<file path="src/rtl/tile_field_pkg.sv">
// Shared types and colour constants for the tile field renderer.
// Screen modes, 4:4:4 RGB pixel type and the fixed colour set.
package tile_field_pkg;

   typedef enum logic [1:0] {
      START = 2'd0,
      PLAY  = 2'd1,
      FLASH = 2'd2,
      OVER  = 2'd3
   } mode_e;

   typedef struct packed {
      logic [3:0] r;
      logic [3:0] g;
      logic [3:0] b;
   } rgb444_t;

   localparam rgb444_t C_BG       = 12'h104;
   localparam rgb444_t C_FIELD_BG = 12'h007;
   localparam rgb444_t C_OUTLINE  = 12'h08F;
   localparam rgb444_t C_GRIDLINE = 12'h02F;
   localparam rgb444_t C_FLASH    = 12'hFFF;
   localparam rgb444_t C_GHOST    = 12'h888;

endpackage

</file>
<file path="src/rtl/tile_palette_rom.sv">
// Combinational tile palette: cell index -> 4:4:4 colour, index 0 is the empty field.
module tile_palette_rom
   import tile_field_pkg::*;
#(
   parameter int unsigned IDX_W = 3
) (
   input  logic [IDX_W-1:0] idx_i,
   output rgb444_t          rgb_o
);

   logic [31:0] idx_ext;

   always_comb begin
      idx_ext = 32'(idx_i);
      rgb_o   = C_FIELD_BG;
      case (idx_ext)
         32'd0:   rgb_o = C_FIELD_BG;
         32'd1:   rgb_o = 12'h0FF;
         32'd2:   rgb_o = 12'h00F;
         32'd3:   rgb_o = 12'hF80;
         32'd4:   rgb_o = 12'hFF0;
         32'd5:   rgb_o = 12'h0F0;
         32'd6:   rgb_o = 12'hF0F;
         32'd7:   rgb_o = 12'hF00;
         default: rgb_o = C_GHOST;
      endcase
   end

endmodule

</file>
<file path="src/rtl/tile_field_renderer.sv">
// Two-stage tile field renderer with screen-mode FSM (START/PLAY/FLASH/OVER).
// Define GRID_LINES_EN to draw cell outlines over tiles in PLAY/FLASH/OVER.
module tile_field_renderer
   import tile_field_pkg::*;
#(
   parameter int unsigned GRID_ROWS    = 20,
   parameter int unsigned GRID_COLS    = 10,
   parameter int unsigned CELL_PX      = 24,
   parameter int unsigned ORIGIN_X     = 100,
   parameter int unsigned ORIGIN_Y     = 0,
   parameter int unsigned IDX_W        = 3,
   parameter int unsigned FLASH_FRAMES = 24,
   parameter int unsigned FLASH_SHIFT  = 2
) (
   input  logic                                 Clk,
   input  logic                                 Reset_n,
   input  logic [9:0]                           DrawX,
   input  logic [9:0]                           DrawY,
   input  logic                                 vde,
   input  logic                                 frame_start,
   input  logic [GRID_ROWS*GRID_COLS*IDX_W-1:0] grid_flat,
   input  logic [GRID_ROWS-1:0]                 clear_rows,
   input  logic                                 start_req,
   input  logic                                 game_over,
   output logic [3:0]                           Red,
   output logic [3:0]                           Green,
   output logic [3:0]                           Blue,
   output logic                                 pix_valid,
   output logic                                 flash_done,
   output logic [1:0]                           mode
);

   localparam int unsigned ROW_W  = (GRID_ROWS > 1) ? $clog2(GRID_ROWS) : 1;
   localparam int unsigned COL_W  = (GRID_COLS > 1) ? $clog2(GRID_COLS) : 1;
   localparam int unsigned SUB_W  = $clog2(CELL_PX);
   localparam int unsigned CNT_C  = (FLASH_FRAMES > 1) ? $clog2(FLASH_FRAMES) : 1;
   localparam int unsigned CNT_W  = (CNT_C > FLASH_SHIFT) ? CNT_C : FLASH_SHIFT + 1;

   localparam logic [9:0]       X_LO     = 10'(ORIGIN_X);
   localparam logic [9:0]       X_HI     = 10'(ORIGIN_X + GRID_COLS * CELL_PX);
   localparam logic [9:0]       X_OL     = 10'(ORIGIN_X - 1);
   localparam logic [9:0]       Y_LO     = 10'(ORIGIN_Y);
   localparam logic [9:0]       Y_HI     = 10'(ORIGIN_Y + GRID_ROWS * CELL_PX);
   localparam logic [SUB_W-1:0] SUB_LAST = SUB_W'(CELL_PX - 1);
   localparam logic [CNT_W-1:0] CNT_LAST = CNT_W'(FLASH_FRAMES - 1);

   // Stage 1: cell counters double as the stage-1 pipeline registers.
   logic [COL_W-1:0] col_q, col_d;
   logic [SUB_W-1:0] csub_q, csub_d;
   logic [ROW_W-1:0] row_q, row_d;
   logic [SUB_W-1:0] rsub_q, rsub_d;
   logic             vde1_q, infield1_q, outline1_q;
   logic             infield_d, outline_d, rows_in;

   always_comb begin
      col_d  = col_q;
      csub_d = csub_q;
      if (DrawX == X_LO) begin
         col_d  = '0;
         csub_d = '0;
      end else if (csub_q == SUB_LAST) begin
         csub_d = '0;
         col_d  = col_q + COL_W'(1);
      end else begin
         csub_d = csub_q + SUB_W'(1);
      end

      row_d  = row_q;
      rsub_d = rsub_q;
      if (DrawX == '0) begin
         if (DrawY == Y_LO) begin
            row_d  = '0;
            rsub_d = '0;
         end else if (rsub_q == SUB_LAST) begin
            rsub_d = '0;
            row_d  = row_q + ROW_W'(1);
         end else begin
            rsub_d = rsub_q + SUB_W'(1);
         end
      end

      rows_in   = (DrawY >= Y_LO) && (DrawY < Y_HI);
      infield_d = rows_in && (DrawX >= X_LO) && (DrawX < X_HI);
      outline_d = rows_in && ((DrawX == X_OL) || (DrawX == X_HI));
   end

   always_ff @(posedge Clk or negedge Reset_n) begin
      if (!Reset_n) begin
         col_q      <= '0;
         csub_q     <= '0;
         row_q      <= '0;
         rsub_q     <= '0;
         vde1_q     <= 1'b0;
         infield1_q <= 1'b0;
         outline1_q <= 1'b0;
      end else begin
         col_q      <= col_d;
         csub_q     <= csub_d;
         row_q      <= row_d;
         rsub_q     <= rsub_d;
         vde1_q     <= vde;
         infield1_q <= infield_d;
         outline1_q <= outline_d;
      end
   end

   // Screen-mode FSM
   mode_e                state_q, state_d;
   logic [GRID_ROWS-1:0] mask_q, mask_d;
   logic [CNT_W-1:0]     cnt_q, cnt_d;
   logic                 done_q, done_d;

   always_comb begin
      state_d = state_q;
      mask_d  = mask_q;
      cnt_d   = cnt_q;
      done_d  = 1'b0;
      if (game_over) begin
         state_d = OVER;
         mask_d  = '0;
         cnt_d   = '0;
      end else begin
         case (state_q)
            START: if (start_req) state_d = PLAY;
            PLAY: begin
               if (frame_start && (|clear_rows)) begin
                  state_d = FLASH;
                  mask_d  = clear_rows;
                  cnt_d   = '0;
               end
            end
            FLASH: begin
               if (frame_start) begin
                  if (cnt_q == CNT_LAST) begin
                     state_d = PLAY;
                     mask_d  = '0;
                     cnt_d   = '0;
                     done_d  = 1'b1;
                  end else begin
                     cnt_d = cnt_q + CNT_W'(1);
                  end
               end
            end
            OVER:    if (start_req) state_d = START;
            default: state_d = START;
         endcase
      end
   end

   always_ff @(posedge Clk or negedge Reset_n) begin
      if (!Reset_n) begin
         state_q <= START;
         mask_q  <= '0;
         cnt_q   <= '0;
         done_q  <= 1'b0;
      end else begin
         state_q <= state_d;
         mask_q  <= mask_d;
         cnt_q   <= cnt_d;
         done_q  <= done_d;
      end
   end

   // Stage 2: constant-index loops keep the grid mux in range for any counter value.
   logic [IDX_W-1:0] idx;
   logic             mask_hit;
   rgb444_t          pal;
   rgb444_t          rgb_d, rgb_q;
   logic             valid_q;

   always_comb begin
      idx      = '0;
      mask_hit = 1'b0;
      for (int unsigned r = 0; r < GRID_ROWS; r++) begin
         if (row_q == ROW_W'(r)) begin
            mask_hit = mask_q[r];
            for (int unsigned c = 0; c < GRID_COLS; c++) begin
               if (col_q == COL_W'(c)) idx = grid_flat[(r*GRID_COLS+c)*IDX_W +: IDX_W];
            end
         end
      end
   end

   tile_palette_rom #(
      .IDX_W (IDX_W)
   ) u_palette (
      .idx_i (idx),
      .rgb_o (pal)
   );

   always_comb begin
      rgb_d = C_BG;
      if (!vde1_q) begin
         rgb_d = '0;
      end else if (outline1_q) begin
         rgb_d = C_OUTLINE;
      end else if (infield1_q) begin
         case (state_q)
            START:   rgb_d = C_FIELD_BG;
            PLAY:    rgb_d = pal;
            FLASH:   rgb_d = (mask_hit && !cnt_q[FLASH_SHIFT]) ? C_FLASH : pal;
            OVER:    rgb_d = (idx != '0) ? C_GHOST : C_FIELD_BG;
            default: rgb_d = C_BG;
         endcase
`ifdef GRID_LINES_EN
         if ((state_q != START) && ((csub_q == '0) || (rsub_q == '0))) rgb_d = C_GRIDLINE;
`endif
      end
   end

   always_ff @(posedge Clk or negedge Reset_n) begin
      if (!Reset_n) begin
         rgb_q   <= '0;
         valid_q <= 1'b0;
      end else begin
         rgb_q   <= rgb_d;
         valid_q <= vde1_q;
      end
   end

   assign Red        = rgb_q.r;
   assign Green      = rgb_q.g;
   assign Blue       = rgb_q.b;
   assign pix_valid  = valid_q;
   assign flash_done = done_q;
   assign mode       = state_q;

endmodule

</file>
<file path="config.mk">
export PLATFORM = sky130hd
export DESIGN_NAME = tile_field_renderer
export DESIGN_NICKNAME = d
export VERILOG_FILES = /design/src/rtl/tile_field_pkg.sv /design/src/rtl/tile_palette_rom.sv /design/src/rtl/tile_field_renderer.sv
export SDC_FILE = /design/constraint.sdc
export NUM_CORES = 1
export LEC_CHECK = 0
export ABC_AREA = 1
export CORE_AREA = 2 2 256 258
export DETAILED_ROUTE_END_ITERATION = 6
export DIE_AREA = 0 0 258 260
export SETUP_SLACK_MARGIN = 0.4
export SYNTH_ARGS = -nofsm -noshare
export SYNTH_HDL_FRONTEND = slang
export SYNTH_SLANG_ARGS = --single-unit
export TNS_END_PERCENT = 100
</file>
<file path="constraint.sdc">
create_clock -name Clk -period 31.6 [get_ports Clk]
set_input_delay 4.74 -clock Clk [delete_from_list [all_inputs] [get_ports Clk]]
set_output_delay 4.74 -clock Clk [all_outputs]
set_load 0.02 [all_outputs]
</file>
Word level (Yosys, flattened, before mapping)
Memories as Yosys holds them, arrays and structs flattened.
Cells that the tools add are included.
{"block": "totals", "register_bits": 63, "romBits": 96, "input_bits": 646, "word_cells": 364, "n_memories": 1}
{"block": "classes", "n_addsub": 5, "order_cmp": 4, "n_eq_ne": 42, "n_mux": 275, "reduce_logical": 22}
{"name": "(name not given)", "words": 8, "width": 12, "read_ports": 1, "rd_ports_with_merged_regs": 0, "wr": 0, "line": "tile_palette_rom.sv:16", "source": "case (idx_ext)"}
{"op": "two-way mux 3 bit", "n": 220}
{"op": "two-way mux 20 bit", "n": 4}
{"op": "two-way mux 12 bit", "n": 5}
{"op": "two-way mux 5 bit", "n": 10}
{"op": "case mux 12 bit (4 select lines)", "n": 1}
{"op": "equality test 5 x 4 -> 1 bit, second input constant", "n": 8}
{"op": "case mux 20 bit (2 select lines)", "n": 1}
{"op": "equality test 5 bit, second input constant", "n": 7}
{"op": "two-way mux 1 bit", "n": 24}
{"op": "adder 5 x 1 -> 5 bit, second input constant", "n": 4}
{"op": "equality test 10 x 7 -> 1 bit, second input constant", "n": 2}
{"op": "equality test 5 x 3 -> 1 bit, second input constant", "n": 4}
{"op": "logical NOT 10 bit", "n": 2}
{"op": "less-than comparator 10 x 9 -> 1 bit, second input constant", "n": 2}
{"op": "OR reduction 20 bit", "n": 1}
{"op": "equality test 4 x 3 -> 1 bit, second input constant", "n": 4}
{"op": "!= test 3 bit, second input constant", "n": 5}
{"op": "two-way mux 2 bit", "n": 6}
{"op": "equality test 10 x 9 -> 1 bit, second input constant", "n": 1}
{"op": "equality test 5 x 2 -> 1 bit, second input constant", "n": 2}
{"op": "greater-or-equal comparator 10 x 1 -> 1 bit, second input constant", "n": 1}
{"op": "greater-or-equal comparator 10 x 7 -> 1 bit, second input constant", "n": 1}
{"op": "case mux 5 bit (2 select lines)", "n": 1}
{"op": "equality test 4 x 2 -> 1 bit, second input constant", "n": 2}
{"op": "other kinds (20)", "n": 30}

Depth between registers and ports, before layout
{"block": "logic_depth", "depth_word": 227, "mapped_depth": 275}

Cells and area by module
A second synthesis with hierarchy kept.
{"block": "hier_totals", "cells_unflattened": 2403, "hier_area_um2": 12693.4}
{"mod": "tile_field_renderer", "instances": 1, "cells_per_inst": 2378, "area_per_inst_um2": 12554.5, "seq_area_each_um2": 1576.5}
{"mod": "tile_palette_rom", "instances": 1, "cells_per_inst": 25, "area_per_inst_um2": 138.9, "seq_area_each_um2": 0.0}

Least setup slack after synthesis
OpenSTA, ideal clock, no wires.
{"block": "synth_path", "path_type": "input port to flip-flop", "startpoint": "input grid_flat[0]", "endpoint": "register rgb_q (netlist bit Blue[3])", "setup_time_ps": 124, "arrival_time_ps": 18039, "required_ps": 31476, "slack_ps": 13438, "cell_stages": 267, "n_path_buf": 0, "path_cell_list": "inv_1 nor2_1 nand3_1 nand3_1 nand2_1 nand2_1 nand2_1 nand2_1 nand3_1 nand3_1 nand3_1 nand2_1 nand2_1 nand2_1 nand2_1 nand2_1 nand3_1 nand2_1 [231 not listed] nand2_1 nand2_1 nand2_1 nand2_1 nand2_1 nand3_1 nand2_1 nand2_1 nand3_1 nand2_1 nand2_1 a21oi_1 ha_1 nand3b_1 nand3_1 nand2_1 nand2_1 a21oi_1"}
{"item": "start: declaration", "line": "tile_field_renderer.sv:21", "source": "input logic [GRID_ROWS*GRID_COLS*IDX_W-1:0] grid_flat,"}
{"item": "end signal: assignment", "line": "tile_field_renderer.sv:216", "source": "rgb_q <= rgb_d;"}
{"item": "end: declaration", "line": "tile_field_renderer.sv:168", "source": "rgb444_t rgb_d, rgb_q;"}

==> impl_table.tex <==
\begin{tabular}{lr}
\hline
Metric & Value \\
\hline
\multicolumn{2}{l}{\textbf{Run status}} \\
Outcome & finished, final reports clean \\
\multicolumn{2}{l}{\textbf{Timing}} \\
Share of the cycle needed by the critical path after routing & 77.4\% \\
Setup repair after global routing missed its margin & no \\
Clock Skews & 6.34 ps \\
Maximum clock rate & 40.9 MHz \\
Period minus WS final & 24450 ps \\
Number of setup violations in the final report & 0 \\
Max-slew headroom & 25.2\% \\
Number of failing hold endpoints at the final stage & 0 \\
Transition time at the pin with the least slew margin & 1120 ps \\
Pins Over Slew Limit & 0 \\
Sum of negative setup slack & 0 ps \\
\multicolumn{2}{l}{\textbf{Clock network}} \\
CTS tree & done \\
Clock latency on the worst-skew pair & 330 ps \\
Clock Tree Root & sky130\_fd\_sc\_hd\_\_clkbuf\_16 \\
Max Buffers Root-to-Sink & 2 \\
PostCTS Resize Cnt & 0 \\
Register clock-pin slew on the reported worst setup and hold paths & 50 ps \\
Number of clock buffers inserted by TritonCTS & 9 \\
Hold-fix buffers at CTS & 0 \\
CTS Sinks & 59 \\
Post-CTS setup buffers & 0 \\
Total number of H-tree levels & 3 \\
\multicolumn{2}{l}{\textbf{Critical path}} \\
Origin of the worst setup path & grid\_flat[1] \\
Most frequent CP cell & sky130\_fd\_sc\_hd\_\_nand2\_1 \\
Req. time, crit path & 31810 ps \\
Type of origin of the critical path & primary input \\
Number of cell instances on the worst register-to-register path & 242 \\
Slowest stage delay, CP & 390 ps \\
Termination of the worst setup path & Green[3]\$\_DFF\_PN0\_ \\
Worst r2r src & col\_q[1]\$\_DFFE\_PN0P\_ \\
Reg-to-reg setup timing slack & 10150 ps \\
Critical Setup Path Class & primary input to flip-flop \\
Critical Path AT & 24660 ps \\
Critical path's slowest cell & sky130\_fd\_sc\_hd\_\_clkdlybuf4s50\_1 \\
Critical Path Fanout Max & 4 \\
Capture point of the worst reg-to-reg path & Green[3]\$\_DFF\_PN0\_ \\
Critical Path End Type & flip-flop \\
\multicolumn{2}{l}{\textbf{Route}} \\
Remaining routing DRC violations & 0 \\
Total iterations of the first detailed-routing run & 5 \\
Antenna-violating nets left & 0 \\
Detailed-route via count & 17600 \\
Average wire length per cell after detail routing & 19.0 um \\
Final wirelength & 74900 um \\
Iteration-0 DRC Markers & 1303 \\
Via density per instance & 4.46 \\
\multicolumn{2}{l}{\textbf{Placement}} \\
Count of input and output buffers & 661 \\
HPWL after detailed placement & 57900 um \\
\# placed instances & 3924 \\
Global placer's final weighted congestion & 0.952 \\
\multicolumn{2}{l}{\textbf{Hold path}} \\
Hold crit path type & flip-flop to flip-flop \\
\multicolumn{2}{l}{\textbf{Yosys}} \\
Sequential element share of the synthesized area & 12.0\% \\
Number of distinct library cell variants in the gate-level netlist after synthesis & 52 \\
Synthesized netlist cell count & 2510 \\
Number of enable flip-flop cells after synthesis & 0 \\
Syn Nets & 3173 \\
Synthesis-stage register bit count & 59 \\
Post-synthesis async set-or-reset flop share & 100\% \\
Mean cell area of the mapped netlist & 4.90 um\^{}2 \\
Dominant synthesized flop cell & sky130\_fd\_sc\_hd\_\_dfrtp\_1 \\
Count of synthesis-stage warnings from yosys & 0 \\
Cell area after technology mapping & 0.0123 mm\^{}2 \\
\multicolumn{2}{l}{\textbf{Power and ir drop}} \\
Power share of the sequential group & 10.0\% \\
Switching Power & 0.000624 W \\
Gate power share & 80.9\% \\
Leakage power figure & 9.86 nW \\
Max VDD drop & 47.0 uV \\
Share of total power in the clock network & 9.1\% \\
Cell area power density & 55.5 mW/mm\^{}2 \\
Overall power & 0.00109 W \\
Switching part of the total power & 57.1\% \\
Internal power consumption & 0.000469 W \\
\multicolumn{2}{l}{\textbf{Floorplan}} \\
Die height & 260 um \\
Initial standard-cell utilization of the core & 19.2\% \\
Num rows & 93 \\
Die Footprint & 0.0671 mm\^{}2 \\
Die width & 258 um \\
Placeable core region & 0.0641 mm\^{}2 \\
Ports & 662 \\
\multicolumn{2}{l}{\textbf{Cells and area}} \\
Most common library cell in the layout ignoring fill and taps & sky130\_fd\_sc\_hd\_\_nand2\_1 \\
Area of all sequential standard cells & 0.00148 mm\^{}2 \\
Synthesis-to-finish area growth & 59.9\% \\
Top library cells by usage in the layout, fill and taps aside & sky130\_fd\_sc\_hd\_\_nand2\_1 (1117), sky130\_fd\_sc\_hd\_\_clkdlybuf4s50\_1 (660), sky130\_fd\_sc\_hd\_\_inv\_1 (309) \\
Final Instance Count excl. Fillers & 3944 \\
Ratio of cells with drive above 1 in the final layout & 6.13\% \\
Area occupied by multi-input gates & 0.00874 mm\^{}2 \\
Final layout net count & 3743 \\
Count of filler cells inserted in the layout & 7310 \\
\multicolumn{2}{l}{\textbf{Global route}} \\
Global-route wire length before repair & 108000 um \\
Initial antenna violation count & 8 \\
Global-route congestion overflow total & 0 \\
Largest net degree at the start of global routing & 63 \\
Via count of the first global-routing pass & 17000 \\
Aggregate global-route resource usage & 21.3\% \\
\multicolumn{2}{l}{\textbf{Run}} \\
Number of max-capacitance violations reported & 0 \\
\hline
\end{tabular}
==> power by group through the flow <==
stage / Sequential (W) / Clock (W) / Combinational [W]
after CTS: 0.000109 / 0.000102 / 0.000879
after global routing: 0.000112 / 0.000106 / 0.000985
after floorplan: 0.000106 / 0 / 0.000598
after global placement: 0.000110 / 0 / 0.000875
after detailed placement: 0.000111 / 0 / 0.000875
final: 0.000109 / 0.0000995 / 0.000884
==> layout make-up <==
cell class | instances | area share (%)
multi-input cells | 1993 | 44.4
repair buffers | 692 | 34.8
flip-flops and latches | 59 | 7.50
inverters | 325 | 6.32
well taps | 855 | 5.44
clock buffers | 9 | 1.14
clock inverters | 7 | 0.394
diodes | 4 | 0.0509
==> metal layers <==
metal | share of wire [%] | GRT usage, % | vias to the layer above
met2 | 46 | 36.1 | 782
met1 | 43 | 28.0 | 7942
li1 | - | - | 8766
met4 | 2.3 | 5.17 | 8
met3 | 8.3 | 3.60 | 101
met5 | 0.067 | 0 | -
==> registers in the layout (all words and copies together) (netlist names), 2 cells and up <==
name and count:
Red 3, Blue 3, col_q 4, mask_q 20, csub_q 5, row_q 5
mode 2, rsub_q 5, cnt_q 5, Green 2
==> worst min-delay path by stage <==
stage / from / to / slack, ps / cells after the start
2_1_floorplan: vde1_q$_DFF_PN0_ / pix_valid$_DFF_PN0_ / 410 / 0
3_3_place_gp: vde1_q$_DFF_PN0_ / pix_valid$_DFF_PN0_ / 470 / 0
3_5_place_dp: vde1_q$_DFF_PN0_ / pix_valid$_DFF_PN0_ / 460 / 0
4_1_cts: vde1_q$_DFF_PN0_ / pix_valid$_DFF_PN0_ / 470 / 0
5_1_grt: vde1_q$_DFF_PN0_ / pix_valid$_DFF_PN0_ / 490 / 0
6_report: vde1_q$_DFF_PN0_ / pix_valid$_DFF_PN0_ / 480 / 0
==> critical path: cells and delay by family <==
kind	cells	cell delay, ps
AOI/OAI and AO/OA	11	1530
adders and majority gates	1	250
buffers and inverters	1	390
and+or+nand+nor	229	17740
==> logic make-up (layout without fill, tap and decap cells) <==
kind of cell    count (synthesis)  in the layout  share of synthesized area [%]
xor+xnor                        2              2                          0.142
fa+ha+maj                      17             17                           1.73
buf+inv                       458           1033                           17.4
simple gates                 1808           1808                           61.4
compound gates                166            166                           7.32
flops                          59             59                           12.0
other cells                     0              4                              0
==> cell usage after synthesis (all sizes together) (2+ instances only) <==
master       count  share of area (%)
or2            110                5.6
o211ai           6               0.37
clkinv           4               0.13
nor3b            4               0.24
buf             92                5.8
dlygate4sd3      2               0.16
dfrtp           59                 12
nor3            16               0.82
nand2         1125                 35
inv            320                9.8
a21boi           4               0.24
clkbuf          38                1.3
nand3          255                 10
a211oi           3               0.18
nand4            5               0.25
nor2           278                8.7
ha              17                1.7
xor2             2               0.14
o21ai          118                4.8
a21oi           20               0.81
o22ai            6               0.31
nand3b           3               0.18
nor4             9               0.46
o221ai           2               0.14
==> through the flow <==
| step | setup WS [ps] | instance area, um^2 | utilization, % | hold slack, ps |
|---|---|---|---|---|
| after floorplan | 13440 | 12300 | - | 410 |
| after global placement | 7120 | 19400 | 30.2 | 469 |
| after detailed placement | 7130 | 19400 | 30.2 | 456 |
| after CTS | 7360 | 19700 | 30.7 | 470 |
| after global routing | 4580 | 19700 | 30.7 | 494 |
| final | 7150 | 19700 | 30.7 | 480 |
No activity file was read; power rests on OpenSTA's default activity.
